### src/rtl/hazard_unit.sv
// Stall/flush controller for the five-stage pipeline: load-use interlock, multi-cycle
// divide hold and taken-branch flush, plus saturating stall/flush performance counters.
module hazard_unit #(
    parameter int DIV_CYCLES = 8,
    parameter int CNT_W      = 32
) (
    input  logic             clk,
    input  logic             rst,
    input  logic [4:0]       if_id_rs1,
    input  logic [4:0]       if_id_rs2,
    input  logic             if_id_rs1_used,
    input  logic             if_id_rs2_used,
    input  logic [4:0]       id_ex_rd,
    input  logic             id_ex_ins_valid,
    input  logic             id_ex_mem_read,
    input  logic             id_ex_is_div,
    input  logic             ex_branch_taken,
    output logic             pc_stall,
    output logic             if_id_stall,
    output logic             id_ex_bubble,
    output logic             ex_hold,
    output logic             if_id_flush,
    output logic             id_ex_flush,
    output logic             busy,
    output logic [CNT_W-1:0] stall_cycles,
    output logic [CNT_W-1:0] flush_count
);

    typedef enum logic {RUN, DIV_BUSY} state_t;

    // Entry cycle is itself a hold cycle, so the busy phase counts down from DIV_CYCLES-2.
    localparam logic [7:0] DIV_INIT = 8'(DIV_CYCLES - 2);

    state_t           state_q, state_d;
    logic [7:0]       div_cnt_q, div_cnt_d;
    logic [CNT_W-1:0] stall_q, flush_q;
    logic             load_use, div_entry;

    assign load_use = id_ex_ins_valid & id_ex_mem_read & (id_ex_rd != 5'd0) &
                      ((if_id_rs1_used & (if_id_rs1 == id_ex_rd)) |
                       (if_id_rs2_used & (if_id_rs2 == id_ex_rd)));
    assign div_entry = id_ex_ins_valid & id_ex_is_div;

    always_ff @(posedge clk or posedge rst) begin
        if (rst) begin
            state_q   <= RUN;
            div_cnt_q <= 8'd0;
        end else begin
            state_q   <= state_d;
            div_cnt_q <= div_cnt_d;
        end
    end

    always_comb begin
        state_d   = state_q;
        div_cnt_d = div_cnt_q;
        case (state_q)
            RUN: begin
                if (!ex_branch_taken && div_entry) begin
                    state_d   = DIV_BUSY;
                    div_cnt_d = DIV_INIT;
                end
            end
            DIV_BUSY: begin
                if (div_cnt_q != 8'd0) div_cnt_d = div_cnt_q - 8'd1;
                else                   state_d   = RUN;
            end
            default: state_d = RUN;
        endcase
    end

    always_comb begin
        pc_stall     = 1'b0;
        if_id_stall  = 1'b0;
        id_ex_bubble = 1'b0;
        ex_hold      = 1'b0;
        if_id_flush  = 1'b0;
        id_ex_flush  = 1'b0;
        if (!rst) begin
            case (state_q)
                RUN: begin
                    if (ex_branch_taken) begin
                        if_id_flush = 1'b1;
                        id_ex_flush = 1'b1;
                    end else if (div_entry) begin
                        pc_stall    = 1'b1;
                        if_id_stall = 1'b1;
                        ex_hold     = 1'b1;
                    end else if (load_use) begin
                        pc_stall     = 1'b1;
                        if_id_stall  = 1'b1;
                        id_ex_bubble = 1'b1;
                    end
                end
                DIV_BUSY: begin
                    // Final busy cycle releases everything so the quotient moves on.
                    pc_stall    = (div_cnt_q != 8'd0);
                    if_id_stall = (div_cnt_q != 8'd0);
                    ex_hold     = (div_cnt_q != 8'd0);
                end
                default: ;
            endcase
        end
    end

    always_ff @(posedge clk or posedge rst) begin
        if (rst) begin
            stall_q <= '0;
            flush_q <= '0;
        end else begin
            if (pc_stall && (stall_q != '1))    stall_q <= stall_q + 1'b1;
            if (if_id_flush && (flush_q != '1)) flush_q <= flush_q + 1'b1;
        end
    end

    assign busy         = (state_q == DIV_BUSY);
    assign stall_cycles = stall_q;
    assign flush_count  = flush_q;

endmodule

### config.mk
export PLATFORM = sky130hd
export DESIGN_NAME = hazard_unit
export DESIGN_NICKNAME = d
export VERILOG_FILES = /design/src/rtl/hazard_unit.sv
export SDC_FILE = /design/constraint.sdc
export NUM_CORES = 1
export LEC_CHECK = 0
export CORE_AREA = 4 4 160 100
export CTS_BUF_LIST = sky130_fd_sc_hd__clkbuf_16
export DETAILED_ROUTE_END_ITERATION = 10
export DIE_AREA = 0 0 164 104
export PLACE_DENSITY = 0.47
export SYNTH_ARGS = -nofsm -noshare
export SYNTH_HDL_FRONTEND = slang
export SYNTH_SLANG_ARGS = --single-unit
### constraint.sdc
create_clock -name clk -period 5.7 [get_ports clk]
set_input_delay 1.71 -clock clk [delete_from_list [all_inputs] [get_ports clk]]
set_output_delay 1.71 -clock clk [all_outputs]
set_load 0.005 [all_outputs]
* Word level (Yosys, flattened, before mapping)
Index checks and enable logic that the tools add are counted.
** Operators by class
- Add/sub/neg operators :: 3
- Equality and inequality tests :: 6
- Mux-type cells :: 22
- Bitwise logic cells :: 8
- Reductions and logical operators :: 7
** Operators by type and width (count)
- 32-bit by 1-bit adder with 32-bit output (second input constant) :: 2
- 32-bit != test (second input constant) :: 2
- 1-bit 2-to-1 mux :: 16
- 8-bit 2-to-1 mux :: 2
- 8-bit one-hot mux with 2 select lines :: 1
- 5-bit equality test :: 2
- 8-bit nonzero test :: 1
- 8-bit by 1-bit subtractor with 8-bit output (second input constant) :: 1
- 1-bit AND :: 6
- 1-bit one-hot mux with 2 select lines :: 3
- 5-bit nonzero test :: 1
- 1-bit logical AND :: 3
- 2-bit by 1-bit != test with 1-bit output (second input constant) :: 1
- 2-bit != test (second input constant) :: 1
- 2-bit AND reduction :: 1
- 1-bit logical NOT :: 1
- 1-bit inverter :: 1
- 1-bit OR :: 1
** Storage, ports and cells
- Register bits :: 73
- Bits of input ports :: 23
- Output and inout port bits :: 71
- Word-level logic and storage cells :: 50

* Depth between registers and ports, before layout
Gate-level depths: netlist of the first run.
- Word-level depth :: 10
- Depth in mapped cells :: 11
- Depth with buffers taken out :: 9

* Least setup slack after synthesis of the first run
No wires, ideal clock.
- Kind :: input-to-output
- From :: input id_ex_rd[1]
- To :: output pc_stall
- Arrival :: 2.659 ns
- Data required time :: 3.990 ns
- Slack :: 1.331 ns
- Stages on the path :: 5
- Buffers on the path :: 1
- Path through :: or4_1 nor2_1 nor3_1 o2bb2ai_2 buf_4
** On the way
- Word-level cells in the longest chain between the ends :: 9
- Elaborated cells between the ends (all ways) :: 13
- Those cells by class :: eq/ne: 2; mux: 5; bitwise: 5; reduce/logical: 1
** Ends and longest elaborated chain
- start: declaration :: RTL line 13 : input logic [4:0] id_ex_rd,
- 5-bit equality test (on tied branches) :: RTL line 40, 41
- 1-bit AND (on tied branches) :: RTL line 40, 41
- 1-bit OR :: RTL line 40 : ((if_id_rs1_used & (if_id_rs1 == id_ex_rd)) |
- 1-bit AND (*) :: RTL line 39 : assign load_use = id_ex_ins_valid & id_ex_mem_read & (id_ex_rd != 5'd0) &
- 1-bit 2-to-1 mux (*) (3 in series)
- 1-bit one-hot mux with 2 select lines (*)
- 1-bit 2-to-1 mux (*)
- end: declaration :: RTL line 18 : output logic pc_stall,
Every way passes the cells marked *; elsewhere a longest branch is shown, timed or not.

* Worst setup path after layout of the first run
- From :: input id_ex_rd[1]
- To :: output if_id_stall
** On the way
- Word-level cells in the longest chain between the ends :: 9
- Elaborated cells between the ends (all ways) :: 13
- Those cells by class :: eq/ne: 2; mux: 5; bitwise: 5; reduce/logical: 1
** Ends and longest elaborated chain
- 5-bit equality test (on tied branches) :: RTL line 40, 41
- 1-bit AND (on tied branches) :: RTL line 40, 41
- 1-bit OR :: RTL line 40
- 1-bit AND (*) :: RTL line 39
- 1-bit 2-to-1 mux (*) :: RTL line 89 : end else if (load_use) begin
- 1-bit 2-to-1 mux (*) :: RTL line 85 : end else if (div_entry) begin
- 1-bit 2-to-1 mux (*) :: RTL line 82 : if (ex_branch_taken) begin
- 1-bit one-hot mux with 2 select lines (*) :: RTL line 80 : case (state_q)
- 1-bit 2-to-1 mux (*) :: RTL line 79 : if (!rst) begin
- end: declaration :: RTL line 19 : output logic if_id_stall,
Marked as above.

==> flow_metrics.env, run 1 <==
export IMPL_n_antenna_cell=0
export IMPL_utilization=0.347
export IMPL_cts_buffers_inserted=9
export IMPL_drive_above_1_share=0.0611
export IMPL_nFillCells=1477
export IMPL_antenna_left=0
export IMPL_p_leak_nw=2.08
export IMPL_cp_end_kind="primary output"
export IMPL_synth_compound_area_frac=0.0354
export IMPL_max_stage_delay_ps=560
export IMPL_use_met3=0.0483
export IMPL_use_met2=0.152
export IMPL_powerDensity_nw_per_um2=284
export IMPL_switching_share=0.265
export IMPL_period_minus_slack_ps=5320
export IMPL_status="finished, final reports clean"
export IMPL_die_h_um=104
export IMPL_min_to="stall_cycles[4]"
export IMPL_syn_area_per_cell_um2=10.6
export IMPL_layout_cells_non_filler=640
export IMPL_hold_viol_final=0
export IMPL_crit_slowest_cell="or4_1"
export IMPL_vias_per_cell=4.33
export IMPL_async_flop_share=1.00
export IMPL_synthToLayoutAreaGrowth_pct=40.0
export IMPL_synth_edf_count=0
export IMPL_hold_path_class="reg2reg"
export IMPL_tightest_slew_ps=769
export IMPL_rr_endpoint="flush_count[29]"
export IMPL_place_congestion=0.767
export IMPL_p_int_mw=1.04
export IMPL_yosysUniqueCellTypes=37
export IMPL_synth_top_area_cell="dfrtp_1"
export IMPL_post_route_period_util=0.934
export IMPL_path_class="in2out"
export IMPL_slew_viol_final=0
export IMPL_clock_path_buffers=2
export IMPL_synth_simple_area_share=0.224
export IMPL_synth_warnings=0
export IMPL_fp_dieArea_um2=17100
export IMPL_rr_worst_depth=7
export IMPL_pwr_share_comb=0.173
export IMPL_required_ps=3990
export IMPL_max_slew_margin_rel=0.484
export IMPL_grt_setup_unrepaired="no"
export IMPL_p_switching_mw=0.376
export IMPL_crit_path_max_fanout=6
export IMPL_synth_fa_ha_area_frac=0.0140
export IMPL_max_freq_mhz=188
export IMPL_r2r_start="busy"
export IMPL_power_share_clock=0.377
export IMPL_finalWirelength_um=8870
export IMPL_worstHoldPathCells=1
export IMPL_grt_max_degree=54
export IMPL_setup_viol=0
export IMPL_start_kind="primary input"
export IMPL_ys_top_cells_by_area="dfrtp_1 51%, xnor2_1 13%, xor2_1 4.9%, nand4_1 4.4%, nand2_1 3.4%"
export IMPL_pin_count=94
export IMPL_hpwlAfterDp_um=6740
export IMPL_drtPass1Iterations=4
export IMPL_cts_tree="done"
export IMPL_row_count=34
export IMPL_synth_xor_area_frac=0.179
export IMPL_h_tree_depth=3
export IMPL_route_detailed_drc=0
export IMPL_synth_top_cell_area_share=0.512
export IMPL_grt_antenna_before_repair=0
export IMPL_syn_nets=364
export IMPL_grt_pass1_vias=2876
export IMPL_setup_tns_final_ps=0
export IMPL_nNetsFinal=465
export IMPL_hp_start="stall_cycles[4]"
export IMPL_cap_viol_max_count=0
export IMPL_worstSkewPairLatency_ps=320
export IMPL_die_w_um=164
export IMPL_ys_ff_latch=73
export IMPL_synth_cells=337
export IMPL_ys_flop_type="dfrtp_1"
export IMPL_grt_most_used_layer="met1"
export IMPL_grt_overflow=0
export IMPL_worstPathCellList="clkdlybuf4s50_1 > or4_1 > nor2_1 > nor3_1 > o2bb2ai_2 > clkdlybuf4s50_1"
export IMPL_cts_setup_buffers=0
export IMPL_path_common_cell="clkdlybuf4s50_1"
export IMPL_grt_first_pass_wirelength_um=15200
export IMPL_routedWlPerCell_um=13.9
export IMPL_holdBufCountCts=0
export IMPL_arrival_ps=3610
export IMPL_r2r_setup_slack_ps=3240
export IMPL_synth_area_um2=3570
export IMPL_clock_tree_root_cell="clkbuf_16"
export IMPL_first_iter_violations=122
export IMPL_dp_cells=625
export IMPL_portBuffers=93
export IMPL_cts_sinks=73
export IMPL_grt_usage=0.111
export IMPL_num_vias=2773
export IMPL_initial_core_util=0.248
export IMPL_crit_buf_inv=2
export IMPL_ys_seq_area_frac=0.512
export IMPL_skew_ps=5.13
export IMPL_muxShareOfSynthArea=0.00947
export IMPL_core_um2=14400
export IMPL_seq_power_share=0.451
export IMPL_ir_drop_v=0.000145
export IMPL_crit_family="buffers and inverters"
export IMPL_synth_top_family_by_area="simple AND/OR/NAND/NOR gates"
export IMPL_path_clk_slew_ps=50
export IMPL_met1_usage=0.159
export IMPL_cts_resized_gates=0
## cells in the mapped netlist (all sizes together), types with 5 or more instances
library cell,instances
dfrtp,73
and3,11
nor3,14
xor2,20
and4,7
nand2,32
a21oi,5
nand3,22
nor2,24
inv,11
nand4,25
buf,5
xnor2,53
## cells by family (layout without fill, tap and decap cells)
logic type,after synthesis,in the layout
multiplexers,3,3
adder cells (fa/ha/maj),4,4
flip-flops,73,73
AO/OA/AOI/OAI,15,15
buffers and inverters,17,122
AND/OR/NAND/NOR,152,152
XOR/XNOR,73,73
## worst max path at each step
stage	start	end	slack, ps	depth (start not counted)
after CTS	id_ex_rd[1]	if_id_stall	360	6
after floorplan	id_ex_rd[1]	pc_stall	1330	5
after global placement	id_ex_rd[1]	if_id_stall	420	6
after global routing	id_ex_rd[1]	if_id_stall	300	6
after detailed placement	id_ex_rd[1]	if_id_stall	360	6
final	id_ex_rd[1]	if_id_stall	380	6
## power groups by stage
stage               sequential (mW)  clock (mW)  combinational, mW
floorplan                     0.636           0              0.147
global placement              0.648           0              0.245
detailed placement            0.648           0              0.249
CTS                           0.640       0.554              0.250
global route                  0.651       0.578              0.276
finish                        0.639       0.534              0.245
## per-layer routing
layer  routed length (um)  share of wire
met4                   61         0.0069
met5                    0              0
met2                 3550           0.40
met3                  707          0.080
met1                 4550           0.51
## area by class of cell
| type | instances | area, um2 | area share |
|---|---|---|---|
| clock buffer | 9 | 225 | 0.0451 |
| clock inverter | 6 | 51.3 | 0.0103 |
| inverter | 11 | 41.3 | 0.00826 |
| multi-input combinational | 247 | 1650 | 0.330 |
| sequential | 73 | 1830 | 0.366 |
| tap | 198 | 248 | 0.0496 |
| timing repair buffer | 96 | 953 | 0.191 |
## through the flow
step / area [um2] / total power, mW / setup slack (ps) / hold WS (ps)
floorplan: 3570 / 0.783 / 1330 / 457
global placement: 4720 / 0.893 / 422 / 481
detailed placement: 4720 / 0.898 / 364 / 484
CTS: 5000 / 1.44 / 357 / 491
global route: 5000 / 1.51 / 297 / 509
finish: 5000 / 1.42 / 377 / 487
## sequential cells by signal, indices dropped and copies added, names as in the netlist
signal        flops
busy              1
div_cnt_q         8
flush_count      32
stall_cycles     32
## cell usage in the layout, fill, tap and decap left out, types with 2 or more instances in the layout
cell and n:
o21ai_0 3, clkinv_1 2, mux2_2 3, or3_1 4, or4_1 2, and4_1 7
a31oi_1 2, clkinv_2 2, inv_1 11, clkdlybuf4s50_1 93, nor3_1 14, dfrtp_1 73
xor2_1 20, nand2b_1 2, and3_1 11, nand2_1 32, a21oi_1 5, or2_2 2
ha_1 4, clkbuf_16 9, xnor2_1 53, nand4_1 25, nor2_1 24, buf_4 3
nand3_1 22
No activity file was read; power rests on OpenSTA's default activity.
==> run 2, diff against run 1 <==
--- a/config.mk
+++ b/config.mk
@@ -5,10 +5,10 @@
 export SDC_FILE = /design/constraint.sdc
 export NUM_CORES = 1
 export LEC_CHECK = 0
-export CORE_AREA = 4 4 160 100
+export CORE_AREA = 2 2 158 98
 export CTS_BUF_LIST = sky130_fd_sc_hd__clkbuf_16
 export DETAILED_ROUTE_END_ITERATION = 10
-export DIE_AREA = 0 0 164 104
+export DIE_AREA = 0 0 160 100
 export PLACE_DENSITY = 0.47
 export SYNTH_ARGS = -nofsm -noshare
 export SYNTH_HDL_FRONTEND = slang
==> flow_metrics.env, run 2 (synthesis results as in run 1) <==
export IMPL_status="finished, final reports clean"
export IMPL_path_clk_slew_ps=60
export IMPL_p_leak_nw=2.08
export IMPL_use_met2=0.154
export IMPL_cts_sinks=73
export IMPL_nNetsFinal=465
export IMPL_fp_dieArea_um2=16000
export IMPL_crit_buf_inv=2
export IMPL_met1_usage=0.164
export IMPL_holdBufCountCts=0
export IMPL_cts_setup_buffers=0
export IMPL_clock_path_buffers=2
export IMPL_clock_tree_root_cell="clkbuf_16"
export IMPL_arrival_ps=3640
export IMPL_hp_start="div_cnt_q[0]"
export IMPL_hold_viol_final=0
export IMPL_pin_count=94
export IMPL_antenna_left=0
export IMPL_grt_pass1_vias=2824
export IMPL_cts_buffers_inserted=9
export IMPL_ir_drop_v=0.000179
export IMPL_max_stage_delay_ps=550
export IMPL_initial_core_util=0.241
export IMPL_synthToLayoutAreaGrowth_pct=40.7
export IMPL_hold_ws_ps=492
export IMPL_worstPathCellList="clkdlybuf4s50_1 > or4_1 > nor2_1 > nor3_1 > o2bb2ai_2 > clkdlybuf4s50_1"
export IMPL_n_antenna_cell=0
export IMPL_cp_end_kind="primary output"
export IMPL_finalWirelength_um=8460
export IMPL_grt_max_degree=47
export IMPL_slew_viol_final=0
export IMPL_route_detailed_drc=0
export IMPL_crit_start="id_ex_rd[1]"
export IMPL_setup_viol=0
export IMPL_grt_overflow=0
export IMPL_max_freq_mhz=187
export IMPL_worstSkewPairLatency_ps=330
export IMPL_hold_path_class="reg2reg"
export IMPL_final_cell_mix="93 x clkdlybuf4s50_1, 73 x dfrtp_1, 53 x xnor2_1"
export IMPL_grt_most_used_layer="met1"
export IMPL_crit_family="buffers and inverters"
export IMPL_row_count=35
export IMPL_setup_tns_final_ps=0
export IMPL_cts_tree="done"
export IMPL_required_ps=3990
export IMPL_grt_setup_unrepaired="no"
export IMPL_path_class="in2out"
export IMPL_powerDensity_nw_per_um2=288
export IMPL_skew_ps=7.29
export IMPL_grt_first_pass_wirelength_um=14500
export IMPL_place_congestion=0.744
export IMPL_die_h_um=100
export IMPL_num_vias=2814
export IMPL_first_iter_violations=135
export IMPL_max_slew_margin_rel=0.359
export IMPL_post_route_period_util=0.938
export IMPL_start_kind="primary input"
export IMPL_drtPass1Iterations=5
export IMPL_path_common_cell="clkdlybuf4s50_1"
export IMPL_cap_viol_max_count=0
export IMPL_cts_resized_gates=0
export IMPL_core_um2=14800
export IMPL_die_w_um=160
export IMPL_h_tree_depth=3
export IMPL_grt_usage=0.114
export IMPL_r2r_start="busy"
export IMPL_routedWlPerCell_um=13.1
export IMPL_hpwlAfterDp_um=6320
export IMPL_use_met3=0.0467
export IMPL_drive_above_1_share=0.0655
export IMPL_tightest_slew_ps=960
export IMPL_portBuffers=93
export IMPL_period_minus_slack_ps=5350
export IMPL_grt_antenna_before_repair=0
export IMPL_crit_slowest_cell="or4_1"
export IMPL_final_common_cell="clkdlybuf4s50_1"
export IMPL_crit_path_max_fanout=6
export IMPL_vias_per_cell=4.36
[run 2: worst register-to-register path: cells and delay by family, from the launching register on]
kind,cells,cell delay (ps)
AOI/OAI and AO/OA,1,640
xor gates and xnor gates,1,140
buffers and inverters,1,180
DFF,1,500
and+or+nand+nor,4,870
[run 2: cell type report]
type	instances	area, um2
inverters	11	41.3
multi-input cells	247	1650
flip-flops and latches	73	1830
well taps	203	254
fillers	1522	9780
repair buffers	96	953
clock inverters	7	71.3
clock buffers	9	225
[run 2: final timing paths]
kind	to	slack (ps)	cells past startpoint
max in group asynchronous	flush_count[23]	2680	4
min in group asynchronous	div_cnt_q[0]	2090	3
hold / removal	div_cnt_q[0]	490	1
hold reg to reg	div_cnt_q[0]	490	1
setup / recovery	if_id_stall	350	6
setup reg to reg	flush_count[31]	3250	7
[run 2: routing by layer]
metal	vias to the layer above	routed length, um
li1	1377	-
met1	1328	4480
met2	99	3200
met3	10	679
met4	0	95
met5	-	0
[run 2: power breakdown]
group	total, mW	leakage (nW)	internal [mW]	switching, mW
clock network	0.563	0.141	0.338	0.225
logic	0.244	0.962	0.137	0.107
registers	0.641	0.973	0.575	0.0666
[run 2: per-stage QoR]
step	cell area, um2	setup slack (ps)	util	cells	power, mW
2_1_floorplan	3570	1330	-	337	0.783
3_3_place_gp	4730	395	0.319	630	0.893
3_5_place_dp	4730	325	0.319	630	0.897
4_1_cts	5020	318	0.339	646	1.47
5_1_grt	5020	230	0.339	646	1.54
6_report	5020	351	0.339	646	1.45
==> run 3, diff against run 2 <==
--- a/config.mk
+++ b/config.mk
@@ -5,10 +5,12 @@
 export SDC_FILE = /design/constraint.sdc
 export NUM_CORES = 1
 export LEC_CHECK = 0
-export CORE_AREA = 2 2 158 98
+export CAP_MARGIN = 10
+export CORE_AREA = 8 8 164 104
 export CTS_BUF_LIST = sky130_fd_sc_hd__clkbuf_16
 export DETAILED_ROUTE_END_ITERATION = 10
-export DIE_AREA = 0 0 160 100
+export DIE_AREA = 0 0 172 112
+export MAX_ROUTING_LAYER = met4
 export PLACE_DENSITY = 0.47
 export SYNTH_ARGS = -nofsm -noshare
 export SYNTH_HDL_FRONTEND = slang
==> flow_metrics.env, run 3 (synthesis results as in run 1) <==
export IMPL_n_antenna_cell=0
export IMPL_skew_ps=9.48
export IMPL_worstHoldPathCells=1
export IMPL_setup_viol=0
export IMPL_slew_viol_final=0
export IMPL_die_h_um=112
export IMPL_cts_setup_buffers=0
export IMPL_path_clk_slew_ps=60
export IMPL_power_share_clock=0.407
export IMPL_required_ps=3990
export IMPL_grt_pass1_vias=2762
export IMPL_pin_count=94
export IMPL_cap_viol_max_count=0
export IMPL_final_common_cell="clkdlybuf4s50_1"
export IMPL_cp_end_kind="primary output"
export IMPL_status="finished, final reports clean"
export IMPL_crit_slowest_cell="or4_1"
export IMPL_cts_resized_gates=0
export IMPL_p_int_mw=1.10
export IMPL_cts_buffers_inserted=9
export IMPL_h_tree_depth=3
export IMPL_crit_path_max_fanout=6
export IMPL_hpwlAfterDp_um=7070
export IMPL_clock_path_buffers=2
export IMPL_setup_tns_final_ps=0
export IMPL_route_detailed_drc=0
export IMPL_cts_sinks=73
export IMPL_num_vias=2766
export IMPL_die_w_um=172
export IMPL_grt_usage=0.101
export IMPL_grt_overflow=0
export IMPL_synthToLayoutAreaGrowth_pct=41.4
export IMPL_place_congestion=0.768
export IMPL_initial_core_util=0.241
export IMPL_powerDensity_nw_per_um2=297
export IMPL_pwr_share_comb=0.163
export IMPL_grt_antenna_before_repair=0
export IMPL_drtPass1Iterations=4
export IMPL_start_kind="primary input"
export IMPL_max_stage_delay_ps=540
export IMPL_cts_tree="done"
export IMPL_tightest_slew_ps=763
export IMPL_vias_per_cell=4.28
export IMPL_switching_share=0.268
export IMPL_hold_path_class="reg2reg"
export IMPL_path_common_cell="clkdlybuf4s50_1"
export IMPL_path_class="in2out"
export IMPL_grt_first_pass_wirelength_um=15000
export IMPL_nNetsFinal=465
export IMPL_worstSkewPairLatency_ps=330
export IMPL_holdBufCountCts=0
export IMPL_arrival_ps=3620
export IMPL_portBuffers=93
export IMPL_max_freq_mhz=188
export IMPL_post_route_period_util=0.935
export IMPL_crit_buf_inv=2
export IMPL_hold_viol_final=0
export IMPL_drive_above_1_share=0.0700
export IMPL_crit_family="buffers and inverters"
export IMPL_ir_drop_v=0.000123
export IMPL_rr_worst_depth=7
export IMPL_antenna_left=0
export IMPL_p_switching_mw=0.401
export IMPL_finalWirelength_um=9290
export IMPL_final_cell_mix="93 x clkdlybuf4s50_1, 73 x dfrtp_1, 53 x xnor2_1"
export IMPL_core_um2=14800
export IMPL_p_leak_nw=2.09
export IMPL_routedWlPerCell_um=14.4
export IMPL_period_minus_slack_ps=5330
export IMPL_path_depth=6
export IMPL_worstPathCellList="clkdlybuf4s50_1 > or4_1 > nor2_1 > nor3_1 > o2bb2ai_2 > clkdlybuf4s50_1"
export IMPL_clock_tree_root_cell="clkbuf_16"
export IMPL_first_iter_violations=163
export IMPL_fp_dieArea_um2=19300
export IMPL_grt_max_degree=36
export IMPL_fin_total_pwr_mw=1.50
export IMPL_row_count=35
export IMPL_grt_setup_unrepaired="no"
export IMPL_seq_power_share=0.429
export IMPL_max_slew_margin_rel=0.491
[run 3: final timing paths]
kind	slack, ps	startpoint	end
max in group asynchronous	2920	rst	flush_count[8]
worst min register to register	490	div_cnt_q[0]	div_cnt_q[0]
worst max register to register	3310	flush_count[9]	flush_count[28]
worst max-delay path	370	id_ex_rd[1]	if_id_stall
min in group asynchronous	2000	rst	stall_cycles[23]
worst min-delay path	490	div_cnt_q[0]	div_cnt_q[0]
[run 3: final cells by class]
class / count / area [um2]
sequential: 73 / 1830
multi-input combinational: 247 / 1650
inverter: 11 / 41.3
fill: 1546 / 9760
clock inverter: 7 / 93.8
timing repair buffer: 96 / 953
clock buffer: 9 / 225
tap: 203 / 254
[run 3: power by group through the flow]
stage | combinational (mW) | sequential (mW) | clock (mW)
global placement | 0.247 | 0.649 | 0
CTS | 0.251 | 0.642 | 0.631
floorplan | 0.147 | 0.636 | 0
detailed placement | 0.251 | 0.650 | 0
global route | 0.279 | 0.651 | 0.657
finish | 0.244 | 0.642 | 0.610
[run 3: per-layer routing]
layer  track usage  up-vias  part of all wire
li1              -     1377                 -
met1         0.147     1303              0.55
met2         0.125       81              0.38
met3        0.0403        5             0.070
met4        0.0206        0            0.0054
met5             -        -                 0
[run 3: through the flow]
stage          instance area (um2)  utilization  setup WS (ps)  std cells  hold WS (ps)
4_1_cts                       5040        0.341            347        646           499
3_3_place_gp                  4730        0.319            384        630           484
5_1_grt                       5040        0.341            240        646           522
2_1_floorplan                 3570            -           1330        337           457
3_5_place_dp                  4730        0.319            352        630           491
6_report                      5040        0.341            372        646           491
